**src/rtl/picorv_ahb_bridge.sv**
```systemverilog
// PicoRV32 native memory port to a single-transfer AHB master with a posted-write
// FIFO, strobe-driven byte/half/word sizing and two-cycle slave response handling.
module picorv_ahb_bridge #(
  parameter int WBUF_DEPTH = 2,
  parameter int HPROT_PRIV = 1,
  parameter int PARK_REQ   = 0
) (
  input  logic        HCLK,
  input  logic        HRESET,
  input  logic        mem_valid,
  input  logic        mem_instr,
  input  logic [31:0] mem_addr,
  input  logic [31:0] mem_wdata,
  input  logic [3:0]  mem_wstrb,
  output logic        mem_ready,
  output logic [31:0] mem_rdata,
  output logic        bus_err,
  output logic        HBUSREQ,
  input  logic        HGRANT,
  output logic        HLOCK,
  output logic [1:0]  HTRANS,
  output logic [31:0] HADDR,
  output logic        HWRITE,
  output logic [2:0]  HSIZE,
  output logic [2:0]  HBURST,
  output logic [3:0]  HPROT,
  output logic [31:0] HWDATA,
  input  logic [31:0] HRDATA,
  input  logic        HREADY,
  input  logic [1:0]  HRESP
);
  localparam int FD = (WBUF_DEPTH > 0) ? WBUF_DEPTH : 1;
  localparam int PW = (FD > 1) ? $clog2(FD) : 1;
  localparam int CW = $clog2(FD + 1);

  typedef enum logic [2:0] {S_IDLE, S_REQ, S_ADDR, S_DATA, S_RESP2} state_t;
  state_t state_q, state_d;

  logic [29:0]   op_addr_q;
  logic [31:0]   op_wdata_q;
  logic [3:0]    op_strb_q;
  logic          op_split_q, op_write_q, op_instr_q, op_posted_q, resp_err_q;
  logic          mem_ready_q, bus_err_q;
  logic [31:0]   mem_rdata_q;
  logic [29:0]   fifo_addr_q [FD];
  logic [31:0]   fifo_data_q [FD];
  logic [3:0]    fifo_strb_q [FD];
  logic [PW-1:0] wr_ptr_q, rd_ptr_q;
  logic [CW-1:0] count_q;

  logic [2:0] cur_size;
  logic [1:0] cur_off;
  logic [3:0] cur_mask;
  logic       last_sub, okay, fifo_nonempty, take_fifo, take_cpu;
  logic       op_done, err_done, push, pop;

  // Sub-word addressing comes from the strobes, so the low CPU address bits carry no information.
  logic unused_addr_bits;
  assign unused_addr_bits = ^mem_addr[1:0];

  function automatic logic is_split(input logic [3:0] s);
    return !(s == 4'hf || s == 4'h3 || s == 4'hc || (s & (s - 4'd1)) == 4'h0);
  endfunction

  // Current sub-transfer: irregular patterns walk the set lanes one byte at a time.
  always_comb begin
    cur_size = 3'b010;
    cur_off  = 2'b00;
    cur_mask = 4'b1111;
    if (op_write_q && !op_split_q && op_strb_q == 4'b0011) begin
      cur_size = 3'b001;
      cur_mask = 4'b0011;
    end else if (op_write_q && !op_split_q && op_strb_q == 4'b1100) begin
      cur_size = 3'b001;
      cur_off  = 2'b10;
      cur_mask = 4'b1100;
    end else if (op_write_q && (op_split_q || op_strb_q != 4'b1111)) begin
      cur_size = 3'b000;
      if (op_strb_q[0]) begin
        cur_mask = 4'b0001;
      end else if (op_strb_q[1]) begin
        cur_off  = 2'b01;
        cur_mask = 4'b0010;
      end else if (op_strb_q[2]) begin
        cur_off  = 2'b10;
        cur_mask = 4'b0100;
      end else begin
        cur_off  = 2'b11;
        cur_mask = 4'b1000;
      end
    end
  end

  assign last_sub      = (op_strb_q & ~cur_mask) == 4'h0;
  assign okay          = (HRESP == 2'b00);
  assign fifo_nonempty = (count_q != '0);
  assign take_fifo     = (state_q == S_IDLE) && fifo_nonempty;
  assign take_cpu      = (state_q == S_IDLE) && !fifo_nonempty && mem_valid && !mem_ready_q &&
                         (mem_wstrb == 4'h0 || WBUF_DEPTH == 0);
  assign op_done       = (state_q == S_DATA) && HREADY && okay && last_sub;
  assign err_done      = (state_q == S_RESP2) && HREADY && resp_err_q;
  assign pop           = (op_done || err_done) && op_posted_q;
  // A full FIFO still accepts a write in the cycle its head retires.
  assign push          = (WBUF_DEPTH > 0) && mem_valid && (mem_wstrb != 4'h0) && !mem_ready_q &&
                         ((count_q != CW'(FD)) || pop);

  always_ff @(posedge HCLK or posedge HRESET) begin
    if (HRESET) state_q <= S_IDLE;
    else        state_q <= state_d;
  end

  always_comb begin
    state_d = state_q;
    case (state_q)
      S_IDLE:  if (take_fifo || take_cpu) state_d = S_REQ;
      S_REQ:   if (HGRANT && HREADY) state_d = S_ADDR;
      S_ADDR:  if (HREADY) state_d = S_DATA;
      S_DATA: begin
        if (HREADY && okay) state_d = last_sub ? S_IDLE : (HGRANT ? S_ADDR : S_REQ);
        else if (!HREADY && !okay) state_d = S_RESP2;
      end
      S_RESP2: if (HREADY) state_d = resp_err_q ? S_IDLE : S_REQ;
      default: state_d = S_IDLE;
    endcase
  end

  always_comb begin
    HBUSREQ = (state_q == S_REQ) || (state_q == S_ADDR) || ((state_q == S_DATA) && !last_sub) ||
              ((PARK_REQ != 0) && (fifo_nonempty || mem_valid));
    HLOCK   = 1'b0;
    HBURST  = 3'b000;
    HTRANS  = 2'b00;
    HADDR   = 32'h0;
    HWRITE  = 1'b0;
    HSIZE   = 3'b000;
    HPROT   = 4'h0;
    HWDATA  = 32'h0;
    if (state_q == S_ADDR) begin
      HTRANS = 2'b10;
      HADDR  = {op_addr_q, cur_off};
      HWRITE = op_write_q;
      HSIZE  = cur_size;
      HPROT  = {2'b00, (HPROT_PRIV != 0), ~op_instr_q};
    end
    if (state_q == S_DATA) HWDATA = op_wdata_q;
  end

  always_ff @(posedge HCLK or posedge HRESET) begin
    if (HRESET) begin
      op_addr_q   <= '0;
      op_wdata_q  <= '0;
      op_strb_q   <= '0;
      op_split_q  <= 1'b0;
      op_write_q  <= 1'b0;
      op_instr_q  <= 1'b0;
      op_posted_q <= 1'b0;
      resp_err_q  <= 1'b0;
      mem_ready_q <= 1'b0;
      bus_err_q   <= 1'b0;
      mem_rdata_q <= '0;
      wr_ptr_q    <= '0;
      rd_ptr_q    <= '0;
      count_q     <= '0;
    end else begin
      if (take_fifo) begin
        op_addr_q   <= fifo_addr_q[rd_ptr_q];
        op_wdata_q  <= fifo_data_q[rd_ptr_q];
        op_strb_q   <= fifo_strb_q[rd_ptr_q];
        op_split_q  <= is_split(fifo_strb_q[rd_ptr_q]);
        op_write_q  <= 1'b1;
        op_instr_q  <= 1'b0;
        op_posted_q <= 1'b1;
      end else if (take_cpu) begin
        op_addr_q   <= mem_addr[31:2];
        op_wdata_q  <= mem_wdata;
        op_strb_q   <= mem_wstrb;
        op_split_q  <= is_split(mem_wstrb);
        op_write_q  <= (mem_wstrb != 4'h0);
        op_instr_q  <= mem_instr;
        op_posted_q <= 1'b0;
      end else if (state_q == S_DATA && HREADY && okay && !last_sub) begin
        op_strb_q <= op_strb_q & ~cur_mask;
      end
      if (state_q == S_DATA && !HREADY && !okay) resp_err_q <= (HRESP == 2'b01);
      mem_ready_q <= push || ((op_done || err_done) && !op_posted_q);
      bus_err_q   <= err_done;
      if (op_done && !op_write_q) mem_rdata_q <= HRDATA;
      else if (err_done && !op_posted_q) mem_rdata_q <= '0;
      if (push) wr_ptr_q <= (wr_ptr_q == PW'(FD - 1)) ? '0 : wr_ptr_q + PW'(1);
      if (pop)  rd_ptr_q <= (rd_ptr_q == PW'(FD - 1)) ? '0 : rd_ptr_q + PW'(1);
      if (push && !pop)      count_q <= count_q + CW'(1);
      else if (pop && !push) count_q <= count_q - CW'(1);
    end
  end

  // Entry storage is not reset; only the pointers and count define validity.
  always_ff @(posedge HCLK) begin
    if (push) begin
      fifo_addr_q[wr_ptr_q] <= mem_addr[31:2];
      fifo_data_q[wr_ptr_q] <= mem_wdata;
      fifo_strb_q[wr_ptr_q] <= mem_wstrb;
    end
  end

  assign mem_ready = mem_ready_q;
  assign mem_rdata = mem_rdata_q;
  assign bus_err   = bus_err_q;
endmodule

```
**config.mk**
```make
export PLATFORM = sky130hd
export DESIGN_NAME = picorv_ahb_bridge
export DESIGN_NICKNAME = d
export VERILOG_FILES = /design/src/rtl/picorv_ahb_bridge.sv
export SDC_FILE = /design/constraint.sdc
export NUM_CORES = 1
export LEC_CHECK = 0
export BUFFER_PORTS_ARGS = -buffer_cell sky130_fd_sc_hd__buf_2
export CAP_MARGIN = 10
export CORE_MARGIN = 3
export CORE_UTILIZATION = 45
export CTS_CLUSTER_DIAMETER = 150
export CTS_CLUSTER_SIZE = 28
export DETAILED_ROUTE_END_ITERATION = 6
export PLACE_DENSITY = 0.67
export SLEW_MARGIN = 20
export SYNTH_ARGS = -nofsm -noshare
export SYNTH_HDL_FRONTEND = slang
export SYNTH_SLANG_ARGS = --single-unit
```
**constraint.sdc**
```tcl
create_clock -name HCLK -period 5.1 [get_ports HCLK]
set_clock_uncertainty 0.05 [all_clocks]
set_input_delay 0.51 -clock HCLK [delete_from_list [all_inputs] [get_ports HCLK]]
set_output_delay 0.51 -clock HCLK [all_outputs]
set_load 0.1 [all_outputs]
```
==> results.py <==
metrics = {
    "sta": {
        "slew_viol_final": 0,
        "hold_viol": 0,
        "period_share_pct": 66.7,
        "fin_crit_ns": 3.40,
        "fmax_ghz": 0.294,
        "holdWs_ns": 0.142,
        "worst-slew-pin-transition_ns": 0.837,
        "finalSetupViolations": 0,
        "rsz0062_at_grt": "false",
        "slew_headroom_pct": 44.2,
    },
    "cts": {
        "cts_repair_resize_count": 0,
        "cts.sinks": 244,
        "clock_tree.buffer_depth": 3,
        "cts_root_buffer": "clkbuf_16",
        "cts-buffers-inserted": 12,
        "cts-hold-fix-buffers": 0,
        "clock_latency_ns": 0.48,
        "h-tree-depth": 1,
        "path_clk_slew_ns": 0.12,
        "cts_tree": "yes",
        "post_cts_buffers": 0,
    },
    "layout": {
        "antenna-diode-count": 0,
        "drive_gt1_share_pct": 23.1,
        "stdcell_count": 1367,
        "area_growth_pct": 15.7,
        "nNetsFinal": 1192,
    },
    "outcome": {
        "status": "complete, no violations",
    },
    "placed_design": {
        "portBuffers": 210,
        "numPlacedInstances": 1347,
        "place_congestion": 0.802,
        "dp_hpwl_um": 14100,
    },
    "pwr": {
        "powerDensity_nw_per_um2": 648,
        "peakVddDrop_mv": 0.438,
        "leakage_nw": 5.14,
    },
    "run": {
        "drv_cap": 0,
    },
    "yosys": {
        "synth_seq_area_share_pct": 65.3,
        "synthMuxAreaShare_pct": 6.67,
        "synth.avg_cell_area_sq_um": 11.4,
        "ys_warn_count": 0,
        "synthFlopType": "edfxtp_1",
        "synth_compound_area_share_pct": 9.91,
        "synthAdderAreaFrac_pct": 0.241,
        "ys_async_sr_fraction_pct": 45.9,
        "syn_area_sq_um": 10400,
        "syn_inst": 909,
        "synth_seq_cells": 244,
        "synth-xor-area-share_pct": 0.592,
        "synth_top_family_by_area": "simple AND/OR/NAND/NOR gates",
        "synth-edff-count": 132,
        "synthSimpleGateAreaFrac_pct": 13.8,
        "synth.distinct_cells": 51,
    },
    "global_routing": {
        "gr-total-overflow": 0,
        "antenna_found_initial": 3,
        "gr-usage-all-layers_pct": 17.6,
        "grt_pass1_vias": 6731,
        "grt_pass1_wl_um": 35300,
        "grt_max_degree": 85,
    },
    "route": {
        "avgViaCountPerCell": 5.16,
        "drtIter0Drc": 437,
        "wirelength_um": 22600,
        "num_vias": 7056,
        "drc": 0,
        "firstDrtPassIters": 4,
        "ant_nets": 0,
        "wl_per_cell_um": 16.5,
    },
    "critical_path": {
        "worst_ep_arrival_time_ns": 2.84,
        "critical_path.startpoint": "op_write_q",
        "crit_slowest_cell": "o32ai_1",
        "crit_chain": "inv_1, o32ai_1, nor2_1, and3_1, nor3_1, buf_2",
        "crit_path_end_kind": "output port",
        "critPathMaxStageDelay_ns": 0.67,
        "worst_ep_required_time_ns": 4.54,
        "cpLargestDelayFamily": "compound AO/OA/AOI/OAI gates",
        "reg2reg_from": "state_q[2]",
        "worstSetupPathType": "reg2out",
        "crit_fanout": 9,
        "path_buf_inv": 2,
        "start_kind": "flip-flop",
    },
    "min_path": {
        "hp-class": "in2async",
    },
    "die": {
        "die_x_um": 158,
        "die_h_um": 158,
        "ios": 221,
        "start_util_pct": 46.6,
        "row_count": 54,
        "design.core.area_sq_um": 22200,
        "die_area_sq_um": 24900,
    },
}
[registers in the layout, indices dropped and copies added (netlist names), 2 cells and up]
| register | flops |
|---|---|
| count_q | 2 |
| fifo_addr_q | 60 |
| fifo_data_q | 64 |
| fifo_strb_q | 8 |
| mem_rdata | 32 |
| op_addr_q | 30 |
| op_strb_q | 4 |
| op_wdata_q | 32 |
| state_q | 3 |
[area by class of cell]
class | instances | area [sq um]
Fill cell | 1997 | 10200
Sequential cell | 244 | 6770
Multi-Input combinational cell | 592 | 3320
Timing Repair Buffer | 222 | 1150
Tap cell | 280 | 350
Clock buffer | 18 | 344
Inverter | 10 | 40.0
Clock inverter | 1 | 8.76
[power breakdown]
part | leakage [nW] | total, W | switching [W] | internal [W]
Combinational | 2.32 | 0.00360 | 0.00277 | 0.000833
Sequential | 2.65 | 0.00309 | 0.000351 | 0.00274
Clock | 0.171 | 0.00108 | 0.000599 | 0.000479
Total | 5.14 | 0.00777 | 0.00372 | 0.00405
[final timing paths]
kind / endpoint / slack (ns) / depth (start not counted)
max: HBUSREQ / 1.70 / 6
min: mem_rdata[11] / 0.14 / 2
max reg2reg: fifo_data_q[0][26] / 2.30 / 5
min reg2reg: op_wdata_q[28] / 0.43 / 2
max in group asynchronous: mem_rdata[27] / 3.62 / 3
min in group HCLK: resp_err_q / 0.16 / 2
[cell families (layout without fill, tap and decap cells)]
kind of cell | count (synthesis) | after routing
simple gates | 316 | 316
flops | 244 | 244
compound gates | 190 | 190
buf+inv | 80 | 251
mux | 69 | 69
xor+xnor | 7 | 7
fa+ha+maj | 2 | 2
other cells | 1 | 8
[Yosys cell counts (all sizes together) (3+ instances only)]
library cell	n	area [sq um]
nand2	144	548
edfxtp	132	3960
dfrtp	112	2800
o21ai	102	514
nor2	81	304
mux2i	69	691
a21oi	66	330
and2	63	394
clkbuf	39	146
buf	31	174
inv	10	37.5
nor3	9	45.0
a31oi	4	25.0
xor2	4	35.0
nand3	3	15.0
xnor2	3	26.3
[cell usage in the layout (no fill, tap or decap), drive strengths merged, types with 3 or more instances in the layout]
master / synthesis / routed
edfxtp: 132 / 132
nand2: 144 / 144
nor3: 9 / 9
nor2: 81 / 81
and2: 63 / 63
buf: 31 / 222
clkbuf: 39 / 18
nand3: 3 / 3
inv: 10 / 11
mux2i: 69 / 69
a31oi: 4 / 4
xnor2: 3 / 3
xor2: 4 / 4
conb: 1 / 8
a21oi: 66 / 66
dfrtp: 112 / 112
o21ai: 102 / 102
[routing by layer]
layer | share of wire (%) | up-vias | global-route usage [%]
li1 | - | 3480 | -
met1 | 45 | 3369 | 24.1
met2 | 49 | 173 | 30.1
met3 | 5.1 | 28 | 2.82
met4 | 1.2 | 6 | 3.26
met5 | 0.17 | - | 0
[stage by stage]
step	utilization, %	TNS, ns	total power (W)	worst slack (ns)	area (sq um)
floorplan	-	-58.06	0.00608	-0.440	10400
global placement	52.2	0	0.00671	2.16	11600
detailed placement	52.2	0	0.00678	2.10	11600
CTS	53.8	0	0.00786	1.73	12000
global route	53.9	0	0.00827	1.46	12000
finish	53.9	0	0.00777	1.70	12000
(Power assumes the default switching activity.)
